## config.mk

```make
export PLATFORM = sky130hd
export DESIGN_NAME = clause_bcp_ctrl_flat
export DESIGN_NICKNAME = d
export VERILOG_FILES = /design/src/rtl/sat_ctrl_pkg.sv /design/src/rtl/clause_bcp_ctrl_if.sv /design/src/rtl/settle_timer.sv /design/src/rtl/clause_bcp_ctrl.sv /design/src/flat_wrapper.sv
export SDC_FILE = /design/constraint.sdc
export NUM_CORES = 1
export LEC_CHECK = 0
export ABC_AREA = 1
export CORE_MARGIN = 1
export CORE_UTILIZATION = 47
export CTS_CLUSTER_SIZE = 8
export DETAILED_ROUTE_END_ITERATION = 10
export GPL_ROUTABILITY_DRIVEN = 1
export PLACE_DENSITY = 0.8
export RECOVER_POWER = 25
export SYNTH_ARGS = -nofsm -noshare
export SYNTH_HDL_FRONTEND = slang
export SYNTH_SLANG_ARGS = --single-unit
```

## constraint.sdc

```tcl
create_clock -name clk -period 1.7 [get_ports clk]
set_input_delay 0.255 -clock clk [delete_from_list [all_inputs] [get_ports clk]]
set_output_delay 0.255 -clock clk [all_outputs]
set_load 0.05 [all_outputs]
```

## src/rtl/sat_ctrl_pkg.sv

```systemverilog
// Shared types and constants for the clause BCP controller: FSM states, result codes,
// freelit count encoding and the classification rule.
package sat_ctrl_pkg;

    localparam int unsigned VAR_W = 3;

    typedef enum logic [2:0] {
        StIdle,
        StLoad,
        StSettle,
        StEval,
        StDrive,
        StCapture,
        StResult
    } state_e;

    localparam logic [1:0] RES_UNDEF    = 2'd0;
    localparam logic [1:0] RES_SAT      = 2'd1;
    localparam logic [1:0] RES_UNIT     = 2'd2;
    localparam logic [1:0] RES_CONFLICT = 2'd3;

    localparam logic [1:0] FLC_ZERO = 2'd0;
    localparam logic [1:0] FLC_ONE  = 2'd1;
    localparam logic [1:0] FLC_TWO  = 2'd2;
    localparam logic [1:0] FLC_MANY = 2'd3;

    // Satisfied wins over any free-literal count.
    function automatic logic [1:0] classify(input logic sat, input logic [1:0] flc);
        logic [1:0] code;
        code = RES_UNDEF;
        if (sat) begin
            code = RES_SAT;
        end else begin
            unique case (flc)
                FLC_ZERO:           code = RES_CONFLICT;
                FLC_ONE:            code = RES_UNIT;
                FLC_TWO, FLC_MANY:  code = RES_UNDEF;
                default:            code = RES_UNDEF;
            endcase
        end
        return code;
    endfunction

endpackage

```

## src/rtl/clause_bcp_ctrl_if.sv

```systemverilog
// Base handshake and lit-row signals of one clause controller.
interface clause_bcp_ctrl_if import sat_ctrl_pkg::*; #(
    parameter int unsigned NUM_LITS = 2
);
    localparam int unsigned VW = NUM_LITS * VAR_W;

    logic                start_valid_i;
    logic                start_ready_o;
    logic [VW-1:0]       var_value_i;
    logic                lit_wr_o;
    logic [VW-1:0]       lit_var_value_o;
    logic [VW-1:0]       lit_var_value_i;
    logic [1:0]          lit_freelitcnt_i;
    logic                lit_clausesat_i;
    logic                lit_imp_drv_o;
    logic                lit_cclause_drv_o;
    logic [NUM_LITS-1:0] lit_cclause_i;
    logic                res_valid_o;
    logic                res_ready_i;
    logic [1:0]          res_code_o;
    logic [VW-1:0]       res_var_value_o;
    logic [NUM_LITS-1:0] res_cclause_o;
    logic                busy_o;
    logic [15:0]         conf_cnt_o;

    modport master (
        input  start_valid_i, var_value_i, lit_var_value_i, lit_freelitcnt_i,
        input  lit_clausesat_i, lit_cclause_i, res_ready_i,
        output start_ready_o, lit_wr_o, lit_var_value_o, lit_imp_drv_o, lit_cclause_drv_o,
        output res_valid_o, res_code_o, res_var_value_o, res_cclause_o, busy_o, conf_cnt_o
    );

    modport slave (
        output start_valid_i, var_value_i, lit_var_value_i, lit_freelitcnt_i,
        output lit_clausesat_i, lit_cclause_i, res_ready_i,
        input  start_ready_o, lit_wr_o, lit_var_value_o, lit_imp_drv_o, lit_cclause_drv_o,
        input  res_valid_o, res_code_o, res_var_value_o, res_cclause_o, busy_o, conf_cnt_o
    );

endinterface

```

## src/rtl/settle_timer.sv

```systemverilog
// 4-bit down-counter timing the freelit chain settle window; done flags the last cycle.
module settle_timer (
    input  logic       clk,
    input  logic       rst,
    input  logic       load,
    input  logic [3:0] load_val,
    input  logic       en,
    output logic       done
);
    logic [3:0] cnt_q;

    always_ff @(posedge clk) begin
        if (rst) begin
            cnt_q <= 4'd0;
        end else if (load) begin
            cnt_q <= load_val;
        end else if (en && cnt_q != 4'd0) begin
            cnt_q <= cnt_q - 4'd1;
        end
    end

    assign done = (cnt_q == 4'd1);

endmodule

```

## src/rtl/clause_bcp_ctrl.sv

```systemverilog
// Clause row sequencer: write values, wait for settle, classify, optionally drive
// implication/conflict and capture, then hand the result to the base.
module clause_bcp_ctrl import sat_ctrl_pkg::*; #(
    parameter int unsigned NUM_LITS      = 2,
    parameter int unsigned SETTLE_CYCLES = 2
) (
    input logic               clk,
    input logic               rst,
    clause_bcp_ctrl_if.master bus
);
    localparam int unsigned VW = NUM_LITS * VAR_W;

    if (SETTLE_CYCLES < 1 || SETTLE_CYCLES > 15) begin : g_bad_settle
        $error("SETTLE_CYCLES must be in 1..15");
    end

    state_e              state_q, state_d;
    logic [VW-1:0]       req_q;
    logic [VW-1:0]       res_var_q;
    logic [NUM_LITS-1:0] res_cc_q;
    logic [1:0]          code_q;
    logic [15:0]         conf_cnt_q;
    logic [1:0]          cls;
    logic                tmr_load, tmr_en, tmr_done;

    settle_timer u_settle_timer (
        .clk      (clk),
        .rst      (rst),
        .load     (tmr_load),
        .load_val (4'(SETTLE_CYCLES)),
        .en       (tmr_en),
        .done     (tmr_done)
    );

    assign cls = classify(bus.lit_clausesat_i, bus.lit_freelitcnt_i);

    always_ff @(posedge clk) begin
        if (rst) begin
            state_q <= StIdle;
        end else begin
            state_q <= state_d;
        end
    end

    always_comb begin
        state_d  = state_q;
        tmr_load = 1'b0;
        tmr_en   = 1'b0;
        unique case (state_q)
            StIdle:    if (bus.start_valid_i) state_d = StLoad;
            StLoad: begin
                tmr_load = 1'b1;
                state_d  = StSettle;
            end
            StSettle: begin
                tmr_en = 1'b1;
                if (tmr_done) state_d = StEval;
            end
            StEval:    state_d = (cls == RES_UNIT || cls == RES_CONFLICT) ? StDrive : StResult;
            StDrive:   state_d = StCapture;
            StCapture: state_d = StResult;
            StResult:  if (bus.res_ready_i) state_d = StIdle;
            default:   state_d = StIdle;
        endcase
    end

    // Row inputs are only looked at in EVAL and CAPTURE.
    always_ff @(posedge clk) begin
        if (rst) begin
            req_q     <= '0;
            code_q    <= RES_UNDEF;
            res_var_q <= '0;
            res_cc_q  <= '0;
        end else begin
            if (state_q == StIdle && bus.start_valid_i) begin
                req_q <= bus.var_value_i;
            end
            if (state_q == StEval) begin
                code_q    <= cls;
                res_var_q <= req_q;
                res_cc_q  <= '0;
            end
            if (state_q == StCapture) begin
                if (code_q == RES_UNIT) begin
                    res_var_q <= bus.lit_var_value_i;
                end else begin
                    res_cc_q <= bus.lit_cclause_i;
                end
            end
        end
    end

    always_ff @(posedge clk) begin
        if (rst) begin
            conf_cnt_q <= 16'd0;
        end else if (state_q == StResult && bus.res_ready_i && code_q == RES_CONFLICT &&
                     conf_cnt_q != 16'hFFFF) begin
            conf_cnt_q <= conf_cnt_q + 16'd1;
        end
    end

    assign bus.start_ready_o     = (state_q == StIdle);
    assign bus.busy_o            = (state_q != StIdle);
    assign bus.lit_wr_o          = (state_q == StLoad);
    assign bus.lit_var_value_o   = req_q;
    assign bus.lit_imp_drv_o     = (state_q == StDrive) && (code_q == RES_UNIT);
    assign bus.lit_cclause_drv_o = (state_q == StDrive) && (code_q == RES_CONFLICT);
    assign bus.res_valid_o       = (state_q == StResult);
    assign bus.res_code_o        = code_q;
    assign bus.res_var_value_o   = res_var_q;
    assign bus.res_cclause_o     = res_cc_q;
    assign bus.conf_cnt_o        = conf_cnt_q;

endmodule

```

## src/flat_wrapper.sv

```systemverilog
// flat-port wrapper written by rule: the top's interface ports become plain ports
module clause_bcp_ctrl_flat import sat_ctrl_pkg::*;
#(
    parameter int unsigned NUM_LITS      = 2,
    parameter int unsigned SETTLE_CYCLES = 2
)
  (clk, rst, bus_start_valid_i, bus_var_value_i, bus_lit_var_value_i, bus_lit_freelitcnt_i, bus_lit_clausesat_i, bus_lit_cclause_i, bus_res_ready_i, bus_start_ready_o, bus_lit_wr_o, bus_lit_var_value_o, bus_lit_imp_drv_o, bus_lit_cclause_drv_o, bus_res_valid_o, bus_res_code_o, bus_res_var_value_o, bus_res_cclause_o, bus_busy_o, bus_conf_cnt_o);
  clause_bcp_ctrl_if #(.NUM_LITS(NUM_LITS)) bus_i ();
  input logic clk;
  input logic rst;
  input wire logic [$bits(bus_i.start_valid_i)-1:0] bus_start_valid_i;
  input wire logic [$bits(bus_i.var_value_i)-1:0] bus_var_value_i;
  input wire logic [$bits(bus_i.lit_var_value_i)-1:0] bus_lit_var_value_i;
  input wire logic [$bits(bus_i.lit_freelitcnt_i)-1:0] bus_lit_freelitcnt_i;
  input wire logic [$bits(bus_i.lit_clausesat_i)-1:0] bus_lit_clausesat_i;
  input wire logic [$bits(bus_i.lit_cclause_i)-1:0] bus_lit_cclause_i;
  input wire logic [$bits(bus_i.res_ready_i)-1:0] bus_res_ready_i;
  output wire logic [$bits(bus_i.start_ready_o)-1:0] bus_start_ready_o;
  output wire logic [$bits(bus_i.lit_wr_o)-1:0] bus_lit_wr_o;
  output wire logic [$bits(bus_i.lit_var_value_o)-1:0] bus_lit_var_value_o;
  output wire logic [$bits(bus_i.lit_imp_drv_o)-1:0] bus_lit_imp_drv_o;
  output wire logic [$bits(bus_i.lit_cclause_drv_o)-1:0] bus_lit_cclause_drv_o;
  output wire logic [$bits(bus_i.res_valid_o)-1:0] bus_res_valid_o;
  output wire logic [$bits(bus_i.res_code_o)-1:0] bus_res_code_o;
  output wire logic [$bits(bus_i.res_var_value_o)-1:0] bus_res_var_value_o;
  output wire logic [$bits(bus_i.res_cclause_o)-1:0] bus_res_cclause_o;
  output wire logic [$bits(bus_i.busy_o)-1:0] bus_busy_o;
  output wire logic [$bits(bus_i.conf_cnt_o)-1:0] bus_conf_cnt_o;
  assign bus_i.start_valid_i = bus_start_valid_i;
  assign bus_i.var_value_i = bus_var_value_i;
  assign bus_i.lit_var_value_i = bus_lit_var_value_i;
  assign bus_i.lit_freelitcnt_i = bus_lit_freelitcnt_i;
  assign bus_i.lit_clausesat_i = bus_lit_clausesat_i;
  assign bus_i.lit_cclause_i = bus_lit_cclause_i;
  assign bus_i.res_ready_i = bus_res_ready_i;
  assign bus_start_ready_o = bus_i.start_ready_o;
  assign bus_lit_wr_o = bus_i.lit_wr_o;
  assign bus_lit_var_value_o = bus_i.lit_var_value_o;
  assign bus_lit_imp_drv_o = bus_i.lit_imp_drv_o;
  assign bus_lit_cclause_drv_o = bus_i.lit_cclause_drv_o;
  assign bus_res_valid_o = bus_i.res_valid_o;
  assign bus_res_code_o = bus_i.res_code_o;
  assign bus_res_var_value_o = bus_i.res_var_value_o;
  assign bus_res_cclause_o = bus_i.res_cclause_o;
  assign bus_busy_o = bus_i.busy_o;
  assign bus_conf_cnt_o = bus_i.conf_cnt_o;
  clause_bcp_ctrl #(.NUM_LITS(NUM_LITS), .SETTLE_CYCLES(SETTLE_CYCLES)) u_core (.clk(clk), .rst(rst), .bus(bus_i));
endmodule
```

# Word-level counts from Yosys, hierarchy flattened
# Index checks and enable logic that the tools add are counted.
[totals]
ff_bits = 39
latch_bits = 0
mem_bits_rw = 0
romBits = 0
in_bits = 21
out_inout_bits = 38
word_cells = 61
memories = 0
[op_classes]
addsub = 2
mul = 0
div = 0
n_lt_le_gt_ge = 0
n_eq_ne = 18
n_shift = 0
muxes = 17
bitwise_logic = 0
reduce_logical = 16
[ops]
columns = ["operator", "count"]
rows = [
  ["$pmux W3 S7", 1],
  ["$mux W6", 3],
  ["$add A16 B1 Y16 const B", 1],
  ["$ne A16 B16 Y1 const B", 1],
  ["$mux W2", 7],
  ["$eq A2 B2 Y1 const B", 6],
  ["$eq A3 B3 Y1 const B", 3],
  ["$mux W3", 3],
  ["$logic_and A1 B1 Y1", 7],
  ["$eq A3 B2 Y1 const B", 2],
  ["$pmux W2 S3", 1],
  ["$eq A4 B1 Y1 const B", 1],
  ["$ne A2 B2 Y1 const B", 2],
  ["$reduce_bool A4 Y1", 1],
  ["$reduce_or A2 Y1", 2],
  ["$sub A4 B1 Y4 const B", 1],
  ["$eq A3 B1 Y1 const B", 1],
  ["$logic_not A3 Y1", 1],
  ["$reduce_and A3 Y1", 1],
  ["$reduce_bool A3 Y1", 1],
  ["$eq A2 B1 Y1 const B", 1],
  ["$logic_not A2 Y1", 1],
  ["$mux W1", 2],
  ["$ne A2 B1 Y1 const B", 1],
  ["other kinds (2)", 2],
]

# Logic depth before layout (Yosys ltp)
[depth]
depth_word = 8
ltp_mapped = 10
mapped_depth_nobuf = 10

# Cells and area by module
# From an unflattened synthesis, not the netlist that was laid out.
[hier_totals]
cells_unflattened = 310
hier_area_um2 = 2127.0
[by_module_without_submodules]
columns = ["mod", "n_inst", "cells_per_inst", "area_per_inst_um2", "seq_area_each_um2"]
rows = [
  ["clause_bcp_ctrl", 1, 269, 1830.5, 700.7],
  ["settle_timer", 1, 41, 296.5, 80.1],
]

# Worst setup path before layout
# Ideal clock, no wire load.
[synth_path]
path_kind = "reg-to-output"
startpoint = "register u_core.code_q[1] (netlist: u_core.bus.res_code_o[1])"
endpoint = "output port bus_lit_imp_drv_o"
arrival_ns = 1.681
required_time_ns = 1.445
setup_slack_ns = -0.236
stages_incl_launch_ff = 5
n_path_buf = 0
path_cell_list = "dfxtp_1 inv_1 nor2_1 inv_1 nor2_1"
[synth_via]
elab_chain_len = 2
[synth_lines]
columns = ["item", "line", "text"]
rows = [
  ["start: declaration", "clause_bcp_ctrl.sv:21", "logic [1:0] code_q;"],
  ["start signal: assignment", "clause_bcp_ctrl.sv:79", "code_q <= cls;"],
  ["$eq A2 B2 Y1", "clause_bcp_ctrl.sv:106", "assign bus.lit_imp_drv_o = (state_q == StDrive) && (code_q == RES_UNIT);"],
  ["$logic_and A1 B1 Y1", "clause_bcp_ctrl.sv:106", ""],
  ["end: declaration", "flat_wrapper.sv:21", "output wire logic [$bits(bus_i.lit_imp_drv_o)-1:0] bus_lit_imp_drv_o;"],
]
# Every way passes these cells.

# Worst setup path in the final report
# Same ends and word-level chain as after synthesis.

==> summary.md <==
| Metric | Value |
|---|---|
| Register clock-pin slew on the reported worst setup and hold paths | `80 ps` |
| Initial antenna violation count | `0` |
| CTS Hold Bufs | `0` |
| Worst Hold Depth | `2` |
| Setup Viol. Count Final | `0` |
| DIE HEIGHT | `67.18 µm` |
| H-tree levels | `2` |
| Fmax | `624.1 MHz` |
| Final period util | `94.25%` |
| Synth cell count leaders | `83 x nand2_1, 43 x nor2_1, 39 x dfxtp_1` |
| Cts bufs inserted | `5` |
| Fin. Hold Viols | `0` |
| R2R depth | `10` |
| All-layer global routing usage | `25.87%` |
| Largest area contributor in the netlist | `dfxtp_1` |
| Remaining Overflow, GRT | `0` |
| Max Cap Violations | `0` |
| Die width | `67.18 µm` |
| Leakage Power | `1.125 nW` |
| Die area | `4513 µm²` |
| Crit end category | `output port` |
| Delay-heaviest family, CP | `simple AND/OR/NAND/NOR gates` |
| Share of cells above drive strength 1 | `16.84%` |
| CTS tree | `built` |
| Post-synthesis area per instance | `6.679 µm²` |
| Vias in the first global route | `1944` |
| FP Rows | `23` |
| Required time worst endpoint | `1440 ps` |
| Cell chain of the critical path | `inv_1 > nor2_1 > inv_1 > nor2_2 > buf_12` |
| RSZ-0062 raised after global routing | `false` |
| Synthesis Warnings | `0` |
| Later-pin clock latency in the skew report | `290 ps` |
| Starting density of the core | `49.57%` |
| Placer Congestion | `0.8208` |
| Largest net degree at the start of global routing | `23` |
| CP Depth | `5` |
| Drt pass-1 iters | `5` |
| Setup CP Type | `reg -> out` |
| Vias post-DR | `2179` |
| CP Buf/Inv Count | `3` |
| Mapped Cells | `299` |
| Number of flops mapped to enable cells by yosys | `0` |
| Worst setup SP type | `flop` |
| CP Max Fanout | `4` |
| Clock sink count | `39` |
| Nets | `403` |
| CORE AREA | `4029 µm²` |
| Clock Skew | `4.341 ps` |
| Fin util | `69.13%` |
| Total power | `2.970 mW` |
| Synth Flop Type | `dfxtp_1` |
| Ranking of synthesized cells by area | `dfxtp_1 39%, nand2_1 16%, nor2_1 8.1%, a21oi_1 6.8%, inv_1 6.2%` |
| Most common cell in the netlist | `nand2_1` |
| Drt wl/cell | `12.54 µm` |
| Slew HR | `59.41%` |
| Peak supply drop | `0.7427 mV` |
| Io pins | `59` |
| Clock root buffer | `clkbuf_8` |
| Synth Register Bits | `39` |
| Max-slew violation count | `0` |
| Detail Placement HPWL | `4113 µm` |
| Final WL | `5393 µm` |
| Vias per cell | `5.067` |
| Mapped Area | `1997 µm²` |
| Largest stage delay on the critical path | `360 ps` |
| Final min period | `1602 ps` |
| Post-route ant nets | `0` |
| PortBufs | `58` |
| Worst Max-Slew Pin Slew | `611.5 ps` |
| Ys async rst share | `0%` |
| PwrDens | `1067 nW/µm²` |
| Crit-path most repeated cell | `inv_1` |
| Worst-case clock buffer depth | `2` |
| # DRC | `0` |
| Slowest CP cell | `dfxtp_1` |
| Layout area overhead | `39.47%` |
| Worst Path Arrival | `1350 ps` |
| Post-synthesis sequential area ratio | `39.10%` |
| Top cell type's share of synthesized area | `39.10%` |
| Initial DRC count | `137` |
| Syn_nets | `323` |
| Hold Path Class | `reg -> reg` |
| Yosys cell types | `30` |
| ANT cells | `0` |
| Outcome | `complete, no violations` |
| First-pass GRT wire length | `8680 µm` |
==> where the power goes <==
part | total (mW) | switching [mW] | internal (mW)
logic | 1.25 | 0.830 | 0.424
registers | 1.10 | 0.0807 | 1.02
clock network | 0.616 | 0.328 | 0.288
total | 2.97 | 1.24 | 1.73
==> what timing repair did <==
action / CTS / global route
gates resized for setup: 0 / 1
hold endpoints to repair: 0 / 0
buffers inserted: 0 / 0
setup endpoints to repair: 0 / 11
==> area by class of cell <==
cell class                      count  area, µm²
Clock buffer                        7      76.32
Clock inverter                      1      5.005
Fill cell                         375       1244
Inverter                           36      138.9
Multi-Input combinational cell    218       1055
Sequential cell                    39      784.5
Tap cell                           50      62.56
Timing Repair Buffer               79      663.1
==> cell usage in the layout (no fill, tap or decap), types with 2 or more instances in the layout <==
cell,synthesis,layout
a21oi_1,27,27
a31oi_1,2,2
buf_12,0,7
buf_4,0,34
clkbuf_1,3,20
clkbuf_8,0,5
clkdlybuf4s50_1,0,20
dfxtp_1,39,36
dfxtp_2,0,3
ha_1,3,3
inv_1,33,32
inv_2,2,2
nand2_1,83,82
nand2_2,2,3
nand3_1,12,13
nand4_1,3,3
nor2_1,43,40
nor2_2,0,3
nor3_1,3,3
o211ai_1,3,3
o21ai_0,20,20
xnor2_1,4,4
xor2_1,2,2
==> metrics by stage <==
stage | instances | instance area, µm² | hold WS [ps] | worst slack, ps | TNS, ps
2_1_floorplan | 299 | 2014 | 333.5 | -18.38 | -18.38
3_3_place_gp | 422 | 2769 | 456.7 | 89.16 | 0
3_5_place_dp | 422 | 2769 | 465.9 | 66.25 | 0
4_1_cts | 430 | 2850 | 478.7 | 90.47 | 0
5_1_grt | 430 | 2785 | 493.9 | 10.92 | 0
6_report | 430 | 2785 | 475.5 | 97.69 | 0
==> tightest hold or removal path: cells and delay by family, from the launching register on <==
family | cells | cell delay [ps]
buffers and inverters | 1 | 60
AOI/OAI and AO/OA | 1 | 60
DFF | 1 | 310
==> routing by layer <==
| metal | part of all wire (%) | GRT usage (%) |
|---|---|---|
| met4 | 1.4 | 10.11 |
| met1 | 46 | 33.16 |
| met2 | 49 | 42.13 |
| met3 | 3.9 | 5.574 |
| met5 | 0 | 0 |
==> sequential cells by signal, indices dropped and copies added, names as in the netlist <==
signal,cells
u_core.state_q,3
u_core.bus.res_code_o,2
u_core.bus.lit_var_value_o,6
u_core.bus.conf_cnt_o,16
u_core.bus.res_var_value_o,6
u_core.bus.res_cclause_o,2
u_core.u_settle_timer.cnt_q,4
==> worst paths after layout <==
path                                               from                                    endpoint  slack [ps]
min          u_core.bus.lit_var_value_o[5]$_SDFFE_PP0P_  u_core.bus.lit_var_value_o[5]$_SDFFE_PP0P_         480
max reg2reg       u_core.bus.conf_cnt_o[0]$_SDFFE_PP0P_      u_core.bus.conf_cnt_o[13]$_SDFFE_PP0P_         180
min reg2reg  u_core.bus.lit_var_value_o[5]$_SDFFE_PP0P_  u_core.bus.lit_var_value_o[5]$_SDFFE_PP0P_         480
max               u_core.bus.res_code_o[1]$_SDFFE_PP0P_                           bus_lit_imp_drv_o         100
==> logic make-up (layout without fill, tap and decap cells) <==
kind of cell               count (synthesis)  in the layout  share of synthesized area, %
AOI/OAI and AO/OA                         57             57                         15.60
xor gates and xnor gates                   6              6                         2.632
adders and majority gates                  3              3                         1.880
buffers and inverters                     42            123                         8.709
DFF                                       39             39                         39.10
and+or+nand+nor                          152            152                         32.08
Note: power is estimated with default switching activity, not from simulation.
